<file path="config.mk">
export PLATFORM = sky130hd
export DESIGN_NAME = mini_top_sw_led
export DESIGN_NICKNAME = d
export VERILOG_FILES = /design/src/rtl/mini_top_sw_led.sv
export SDC_FILE = /design/constraint.sdc
export NUM_CORES = 1
export LEC_CHECK = 0
export ABC_CLOCK_PERIOD_IN_PS = 3790
export CELL_PAD_IN_SITES_DETAIL_PLACEMENT = 2
export CELL_PAD_IN_SITES_GLOBAL_PLACEMENT = 2
export CORE_MARGIN = 10
export CORE_UTILIZATION = 31
export DETAILED_ROUTE_END_ITERATION = 6
export MAX_ROUTING_LAYER = met4
export PLACE_DENSITY_LB_ADDON = 0.25
export SYNTH_ARGS = -nofsm -noshare
export SYNTH_HDL_FRONTEND = slang
export SYNTH_SLANG_ARGS = --single-unit
export TNS_END_PERCENT = 1
</file>
<file path="constraint.sdc">
create_clock -name clk -period 3.79 [get_ports clk]
set_input_delay 0.5685 -clock clk [delete_from_list [all_inputs] [get_ports clk]]
set_output_delay 0.5685 -clock clk [all_outputs]
set_load 0.01 [all_outputs]
</file>
<file path="src/rtl/mini_top_sw_led.sv">
// rtl/mini_top_sw_led.sv - switch-selected LED pattern generator (off/blink/run/count)
module mini_top_sw_led #(
  parameter int LED_W    = 8,
  parameter int TICK_DIV = 16
) (
  input  logic             clk,
  input  logic             rst,
  input  logic [1:0]       i_sw,
  output logic [LED_W-1:0] o_led
);

  localparam int PW = (TICK_DIV > 1) ? $clog2(TICK_DIV) : 1;
  localparam logic [PW-1:0] PRESC_LAST = PW'(TICK_DIV - 1);

  typedef enum logic [1:0] {
    MODE_OFF   = 2'd0,
    MODE_BLINK = 2'd1,
    MODE_RUN   = 2'd2,
    MODE_COUNT = 2'd3
  } mode_t;

  logic [1:0]       sync_q1;
  logic [1:0]       sync_q2;
  mode_t            mode;
  logic [PW-1:0]    prescaler;
  logic [LED_W-1:0] pattern;
  logic             tick;

  assign tick  = (prescaler == PRESC_LAST);
  assign o_led = pattern;

  function automatic logic [LED_W-1:0] initial_pattern(input mode_t m);
    logic [LED_W-1:0] p;
    p = '0;
    case (m)
      MODE_BLINK: p = '1;
      MODE_RUN:   p = LED_W'(1);
      default:    p = '0;
    endcase
    return p;
  endfunction

  function automatic logic [LED_W-1:0] next_pattern(input mode_t m, input logic [LED_W-1:0] p);
    logic [LED_W-1:0] n;
    n = p;
    case (m)
      MODE_OFF:   n = '0;
      MODE_BLINK: n = ~p;
      MODE_RUN:   n = {p[LED_W-2:0], p[LED_W-1]};
      MODE_COUNT: n = p + LED_W'(1);
      default:    n = '0;
    endcase
    return n;
  endfunction

  always_ff @(posedge clk) begin
    if (rst) begin
      sync_q1   <= '0;
      sync_q2   <= '0;
      mode      <= MODE_OFF;
      prescaler <= '0;
      pattern   <= '0;
    end else begin
      sync_q1 <= i_sw;
      sync_q2 <= sync_q1;
      // A mode change restarts the pattern and wins over a coincident tick.
      if (sync_q2 != mode) begin
        mode      <= mode_t'(sync_q2);
        prescaler <= '0;
        pattern   <= initial_pattern(mode_t'(sync_q2));
      end else begin
        prescaler <= tick ? '0 : prescaler + PW'(1);
        if (tick) begin
          pattern <= next_pattern(mode, pattern);
        end
      end
    end
  end

endmodule

</file>
==> reports/metrics.cfg <==
[flow_run]
drv_cap=0

[sta]
max_freq_mhz=496.1
setup-violations-final=0
hold_viol=0
fin_crit_sh_pct=53.19
slew_headroom_pct=52.21
fin_crit_ps=2016
setup_tns_ps=0
hold_slack_ps=457.5
finalClockSkew_ps=6.682
tightest_slew_ps=715.9
maxSlewViolCount=0
rsz0062_at_grt=no

[setup_path]
critPathRequiredTime_ps=3220
path_cells=clkdlybuf4s50_1
cp.depth=1
worst_r2r_path_depth=4
worstSetupStartpointType=flop
critPathMaxStageDelay_ps=610
crit_fanout=10
worstPathArrival_ps=1450
crit_path_top_delay_cell=clkdlybuf4s50_1
path_delay_family=buffers and inverters
crit_type=reg -> out
crit_path_end_kind=output port
worst-path-buf-inv=1

[layout]
diodes=0
fillCellCount=407
fin_util_pct=37.03
area_growth_pct=12.08
drive_gt1_share_pct=11.76
final_nets=144
design_area_sq_mm=0.001265

[global_routing]
antenna_found_initial=0
grt_pass1_wl_microns=5395
grt_pass1_vias=1067
grt_usage_pct=10.71
grt_start_max_net_pins=21
grt_overflow_total=0

[drt]
vias=1005
route.detailed.drc=0
drt-total-wl_microns=3167
post_drt_via_cell_ratio=5.522
drt-initial-drc-count=20
ant_nets=0
dr.pass1.iters=4
wire_per_inst_microns=17.40

[synth]
synth_ff_type=dfxtp_1
synth_area_leaders=dfxtp_1, nor2b_1, ha_1
synthesis.nets=137
avgSynthCellArea_sq_um=8.681
synth_enable_flop_cells=0
yosys.cell_types.count=55
synth_seq_cells=18
yosysMostFrequentCell=dfxtp_1
synth_top_area_cell=dfxtp_1
synthArstFlopShare_pct=0
synth_area_sq_mm=0.001129
ys_seq_area_share_pct=31.93
syn_inst=130
synth_warnings=0
synth_commonest_cells=dfxtp_1, nor2_1, nor2b_1, nand2_1, nand3_1
synth_top_area_share_pct=31.93

[floorplanning]
dieArea_sq_mm=0.006454
coreArea_sq_mm=0.003416
die_h_microns=80.34
io_pins=12
rows=21
initial_core_util_pct=33.04
die_w_microns=80.34

[clocking]
ctsResizeCount=0
clkTransAtPathRegs_ps=110
postCtsSetupRepairBufs=0
cts_root_buf=clkbuf_4
clock_latency_ps=300
cts-htree-levels=1
cts_made_buffers=3
clockBufferDepth=2
cts_hold_buf=0
cts_tree=yes
cts.sinks=18

[placed_design]
dpl.hpwl_microns=2403
placed_area_sq_mm=0.001229
io_buffers=11
gp_congestion=0.7359

[hold_path]
whs_path_depth=1
hold_class=reg -> reg

[power_and_ir_drop]
ir_worst_vdd_v=0.0002016
p_per_area_mw_per_mm2=331.5
p_leak_nw=0.4517
fin_total_pwr_uw=419.4

[status]
run_status=finished clean

==> power by group <==
part | internal [mW] | leakage, nW | total (mW) | switching [mW]
Sequential | 0.201 | 0.148 | 0.224 | 0.0225
Clock | 0.0585 | 0.0210 | 0.121 | 0.0621
Combinational | 0.0388 | 0.283 | 0.0747 | 0.0359
==> worst paths after layout <==
kind | to | start | slack, ps
max | o_led[3] | o_led[3] | 1770
min | sync_q2[1] | sync_q1[1] | 460
max reg2reg | o_led[6] | mode[0] | 1910
min reg2reg | sync_q2[1] | sync_q1[1] | 460
==> state kept, by name (all words and copies together) (netlist names) <==
signal / flops
sync_q1: 2
prescaler: 4
o_led: 8
sync_q2: 2
mode: 2
==> cells in the final DEF, fill, tap and decap left out, types with 2 or more instances in the layout <==
cell type and n:
a21oi_1 5, a311oi_1 2, a31oi_1 3, a32o_1 2, and3_1 2, clkbuf_4 3, clkdlybuf4s50_1 11, dfxtp_1 18
ha_1 3, inv_1 4, nand2_1 7, nand2b_1 4, nand3_1 6, nand4_1 2, nor2_1 8, nor2b_1 8
nor3_1 3, o21ai_0 5, o22ai_1 2, xnor2_1 3, xor2_1 3
==> final cells by class <==
class	count	area [sq um]	area share, %
clock buffer	4	36.28	2.868
inverter	5	21.27	1.682
multi-input combinational	98	679.4	53.71
tap	46	57.56	4.550
sequential	18	360.3	28.49
timing repair buffer	11	110.1	8.704
==> through the flow <==
step                      std cells  setup slack (ps)
after floorplan                 130              2321
after CTS                       182              1753
after detailed placement        178              1820
after global placement          178              1907
after global routing            182              1681
final                           182              1774
==> per-layer routing <==
metal,track usage [%],share of wire [%],vias up
met2,17.82,49,12
li1,-,-,493
met3,1.670,2.8,2
met5,-,0,-
met1,13.17,48,498
met4,2.641,0.41,0
==> kinds of logic after synthesis <==
logic type,count (synthesis),synth area share (%)
and+or+nand+nor,53,27.61
adders and majority gates,3,3.326
muxes,2,2.217
xor gates and xnor gates,6,4.657
DFF,18,31.93
AOI/OAI and AO/OA,34,22.40
buffers and inverters,14,7.871
Power figures use the tool's default switching activity.
==> edit 1, RTL diff (same flow settings) <==
Make the reset (`rst`) asynchronous in one clocked block.
--- a/src/rtl/mini_top_sw_led.sv
+++ b/src/rtl/mini_top_sw_led.sv
@@ -54,5 +54,5 @@
   endfunction
 
-  always_ff @(posedge clk) begin
+  always_ff @(posedge clk or posedge rst) begin
     if (rst) begin
       sync_q1   <= '0;
Formal check against the unedited RTL: differs if rst is asserted again (counterexample within 4 cycles, from zero or initial values and one cycle with rst high); with rst held inactive, the same outputs for 10 cycles.
==> edit 1 against the unedited design <==
- wire length down 19%
- clock skew up 1.6 ps
- highest routed layer unchanged
- power up 22%
- sequential cell count is the same
- cell area fell by 5.9%
- count of clock-buffer cells in the layout is the same
- area after synthesis decreased by 9.0%
- worst setup slack got worse by 16 ps
==> edit 1: results (changes against the unedited design) <==
| Metric | Value |
|---|---|
| Status | complete, no violations |
| I/O Buffers | 11 (unchanged) |
| Top cells by count, synth | 18 x dfrtp_1, 10 x nand2_1, 9 x nor2_1 |
| # diodes | 0 (unchanged) |
| H-tree Lvls | 1 (unchanged) |
| Max clock buf depth | 2 (unchanged) |
| Vias in the first global route | 883 (-17%) |
| Hold Crit Start | sync_q1[1] |
| Final nets | 123 (-15%) |
| VDD IR max | 0.163 mV (-19%) |
| Wire per inst | 16.1 um (-7.5%) |
| WHS Endpoint | sync_q2[1] |
| Worst-Skew Late Latency | 320 ps (+20 ps) |
| Crit-path max cell delay | 600 ps |
| Share of cells above drive strength 1 | 9.57% (-2.2 points) |
| First-pass GRT wire length | 4420 um (-18%) |
| Synth async-reset ratio | 100% (+100 points) |
| Count of cell types in the netlist | 37 (-33%) |
| Syn Nets | 114 (-17%) |
| R2R Path Start | mode[1] |
| Post-synthesis sequential area ratio | 43.8% (+12 points) |
| Worst Path Arrival | about 1500 ps |
| Vias/cell | 5.06 (-8.3%) |
| Post-Layout Cell Count | 159 (-13%) |
| Post-CTS setup buffer count | 0 (unchanged) |
| Initial antenna violation count | 0 (unchanged) |
| Clk root buf | clkbuf_4 |
| Num CTS Buffers | 3 (unchanged) |
| HPWL after detailed placement | 1900 um (-21%) |
| Hold Path Stages | 0 (-1) |
| Gr usage total | 9.40% (-1.3 points) |
| Slew @ Worst Pin | 665 ps (-50.4 ps) |
| Hold WC Path Type | reg -> reg |
| Initial DRC count | 32 (+60%) |
| Top post-synthesis cells by area | dfrtp_1 44%, ha_1 3.7%, nand2_1 3.7%, o22a_1 3.4%, xor2_1 3.4% |
| Worst Skew | 8.28 ps (+1.60 ps) |
| Largest register FFs | 8 (unchanged) |
| Syn_area_per_cell | 9.60 um2 (+11%) |
| Crit-path max FO | 9 (-1) |
| Synth warnings | 0 (unchanged) |
| Worst reg-to-reg setup slack | 1930 ps (+20 ps) |
| Largest net degree at the start of global routing | 19 (-9.5%) |
| Critical R2R Capture | o_led[5] |
| Cts repair resizes | 0 (unchanged) |
| TritonRoute pass-1 iters | 4 (unchanged) |
| Placed Cells | 155 (-13%) |
| Worst Reg-to-Reg Cells | 5 (+1) |
| Leakage power | 0.499 nW (+10%) |
| GPL Wtd Cong | 0.755 (+2.5%) |
| Clock transition at path regs | 110 ps (about the same) |
==> edit 1: cell count changes after synthesis, sizes merged, moves of 3 or more <==
cell | before | now
dfrtp | 0 | 18
dfxtp | 18 | 0
nor2b | 8 | 2
a211oi | 1 | 4
a21oi | 5 | 2
a311oi | 3 | 0
a31oi | 4 | 1
nor3 | 3 | 6
o22a | 1 | 4
==> edit 1: worst max path at each step <==
| stage | start | to | slack [ps] | depth (start not counted) |
|---|---|---|---|---|
| after detailed placement | mode[1] | o_led[5] | 1940 | 5 |
| after global routing | o_led[3] | o_led[3] | 1690 | 1 |
| final | o_led[3] | o_led[3] | 1760 | 1 |
| after CTS | o_led[3] | o_led[3] | 1740 | 1 |
| after floorplan | o_led[0] | o_led[4] | 2420 | 6 |
| after global placement | mode[1] | o_led[7] | 2030 | 5 |
==> edit 1: where the power goes <==
part | switching [mW] | leakage, nW | total (mW) | internal, mW
Combinational | 0.0662 | 0.252 | 0.134 | 0.0682
Sequential | 0.0386 | 0.225 | 0.251 | 0.213
Clock | 0.0691 | 0.0210 | 0.128 | 0.0589
Total | 0.174 | 0.499 | 0.514 | 0.340
==> edit 1: through the flow <==
stage / setup slack, ps / cell area [um2] / power [mW] / hold WS (ps) / utilization, %
2_1_floorplan: 2420 / 1030 / 0.332 / 331 / -
3_3_place_gp: 2030 / 1150 / 0.387 / 333 / 37.2
3_5_place_dp: 1940 / 1150 / 0.392 / 336 / 37.2
4_1_cts: 1740 / 1190 / 0.520 / 363 / 38.3
5_1_grt: 1690 / 1190 / 0.550 / 374 / 38.3
6_report: 1760 / 1190 / 0.514 / 359 / 38.3
==> edit 1: cell type report <==
class                      count  area (um2)
timing repair buffer          11         110
fill                         359        1910
sequential                    18         450
multi-input combinational     76         515
clock buffer                   4        36.3
tap                           44        55.1
inverter                       6        22.5
==> edit 1: cells by family after synthesis <==
family	count (synthesis)	synth area share (%)
adder cells (fa/ha/maj)	3	3.65
multiplexers	4	4.14
buffers and inverters	13	5.97
AO/OA/AOI/OAI	24	18.5
flip-flops	18	43.8
AND/OR/NAND/NOR	39	18.8
XOR/XNOR	6	5.12
==> edit 1: per-layer routing <==
metal | vias to the layer above | part of all wire, % | track usage (%)
li1 | 394 | - | -
met1 | 393 | 48 | 11.6
met2 | 12 | 46 | 13.7
met3 | 6 | 3.4 | 2.42
met4 | 0 | 2.3 | 4.93
met5 | - | 0 | -
==> edit 2, RTL diff (same settings) <==
Made on the original files. Set the parameter `TICK_DIV` to 64 (it was 16).
--- a/src/rtl/mini_top_sw_led.sv
+++ b/src/rtl/mini_top_sw_led.sv
@@ -2,5 +2,5 @@
 module mini_top_sw_led #(
   parameter int LED_W    = 8,
-  parameter int TICK_DIV = 16
+  parameter int TICK_DIV = 64
 ) (
   input  logic             clk,
Check against the original RTL: same outputs for any inputs over 10 cycles, from zero or initial values and one cycle with rst high; that may be too few to reach the edited logic, so the function may still have changed.
==> edit 2 against the unedited design <==
- sequential share of layout area rose by 2.9 points
- power rose by 6.9%
- cell area rose by 0.69%
- wire length rose by 4.3%
- area after synthesis fell by 2.2%
- cell count rose by 3.8%
- worst setup slack got worse by 21 ps
- sequential cell count rose by 2
==> edit 2: results (changes against the unedited design) <==
| Metric | Value |
|---|---|
| GPL Wtd Cong | 0.820 (+11%) |
| Top delay family on crit path | buffers and inverters |
| Vias/cell | 5.46 (-1.1%) |
| Clk root buf | clkbuf_4 |
| Post-CTS setup buffer count | 0 (unchanged) |
| Share of cells above drive strength 1 | 6.99% (-4.8 points) |
| Largest net degree at the start of global routing | 17 (-19%) |
| HPWL after detailed placement | 2460 um (+2.3%) |
| Vias in the first global route | 1106 (+3.7%) |
| Post-Syn Instances | 134 (+3.1%) |
| Crit-path max FO | 11 (+1) |
| I/O Buffers | 11 (unchanged) |
| Leakage power | 0.431 nW (-4.6%) |
| Final Util | 37.6% (+0.55 points) |
| Status | complete, no violations |
| Highest-delay cell along the critical path | clkdlybuf4s50_1 |
| Largest register FFs | 8 (unchanged) |
| Syn Nets | 141 (+2.9%) |
| Initial DRC count | 108 (+440%) |
| Placed Area | 1240 um2 (+0.71%) |
| Slew @ Worst Pin | 569 ps (-147 ps) |
| Count of cell types in the netlist | 38 (-31%) |
| Gr usage total | 11.3% (+0.62 points) |
| Post-synthesis sequential area ratio | 36.3% (+4.4 points) |
| Placed Cells | 185 (+3.9%) |
| Top post-synthesis cells by area | dfxtp_1 36%, nand2_1 4.1%, ha_1 3.4%, nor2_1 3.4%, nor2b_1 3.4% |
| Final Max Tran Viols | 0 (unchanged) |
| VDD IR max | 0.143 mV (-29%) |
| Wire per inst | 17.5 um (+0.40%) |
| Setup WS pre-CTS | 1850 ps (+27.4 ps) |
| Final nets | 151 (+4.9%) |
| Top cells by count, synth | 20 x dfxtp_1, 12 x nand2_1, 10 x nor2_1 |
| Initial antenna violation count | 0 (unchanged) |
| Switching pwr | 131 uW (+8.3%) |
| Predominant post-synthesis flop cell | dfxtp_1 |
| Critical path launch point | o_led[3] |
| Hold Crit Start | sync_q1[0] |
| Num CTS Buffers | 3 (unchanged) |
| First-pass GRT wire length | 5560 um (+3.1%) |
| Max Cap Viol | 0 (unchanged) |
| Post-Route WL | 3300 um (+4.3%) |
| Worst Path Arrival | 1470 ps (+20 ps) |
| Worst Skew | 2.60 ps (-4.08 ps) |
| Cts repair resizes | 0 (unchanged) |
| R2R Path Start | mode[1] |
[edit 2: layout make-up]
type                            instances  area (um2)
Multi-Input combinational cell        100         639
Timing Repair Buffer                   11         110
Fill cell                             388        2120
Tap cell                               46        57.6
Inverter                                8        30.0
Sequential cell                        20         400
Clock buffer                            4        36.3
[edit 2: worst register-to-register path, cell delays in order (launching register included)]
cell and delay (ps):
dfxtp_1 700, xor2_1 200, or4_4 590, a221oi_2 290, a211oi_1 70
[edit 2: cell families after synthesis]
kind of cell | Yosys count | synth area share (%)
AOI/OAI and AO/OA | 31 | 20.2
xor gates and xnor gates | 7 | 5.56
adders and majority gates | 3 | 3.40
buffers and inverters | 14 | 5.78
DFF | 20 | 36.3
muxes | 1 | 1.02
and+or+nand+nor | 58 | 27.8
[edit 2: per-stage QoR]
stage	total power, mW	hold slack [ps]
floorplan	0.287	414
global placement	0.319	416
detailed placement	0.323	428
CTS	0.457	458
global route	0.476	471
finish	0.448	451
[edit 2: routing by layer]
layer	routed length [um]	track usage (%)
met3	93	2.25
met2	1650	18.9
met1	1510	13.1
met5	0	-
met4	41	4.30
[edit 2: power groups by stage]
| stage | Clock, mW | Sequential, mW | Combinational [mW] |
|---|---|---|---|
| 5_1_grt | 0.147 | 0.250 | 0.0788 |
| 3_3_place_gp | 0 | 0.250 | 0.0687 |
| 3_5_place_dp | 0 | 0.252 | 0.0715 |
| 4_1_cts | 0.138 | 0.247 | 0.0718 |
| 2_1_floorplan | 0 | 0.244 | 0.0428 |
| 6_report | 0.131 | 0.247 | 0.0705 |
[edit 2: worst paths after layout]
kind | cells after the start | slack (ps) | endpoint
max | 1 | 1750 | o_led[3]
min reg2reg | 1 | 450 | sync_q2[0]
min | 1 | 450 | sync_q2[0]
max reg2reg | 4 | 1820 | o_led[5]
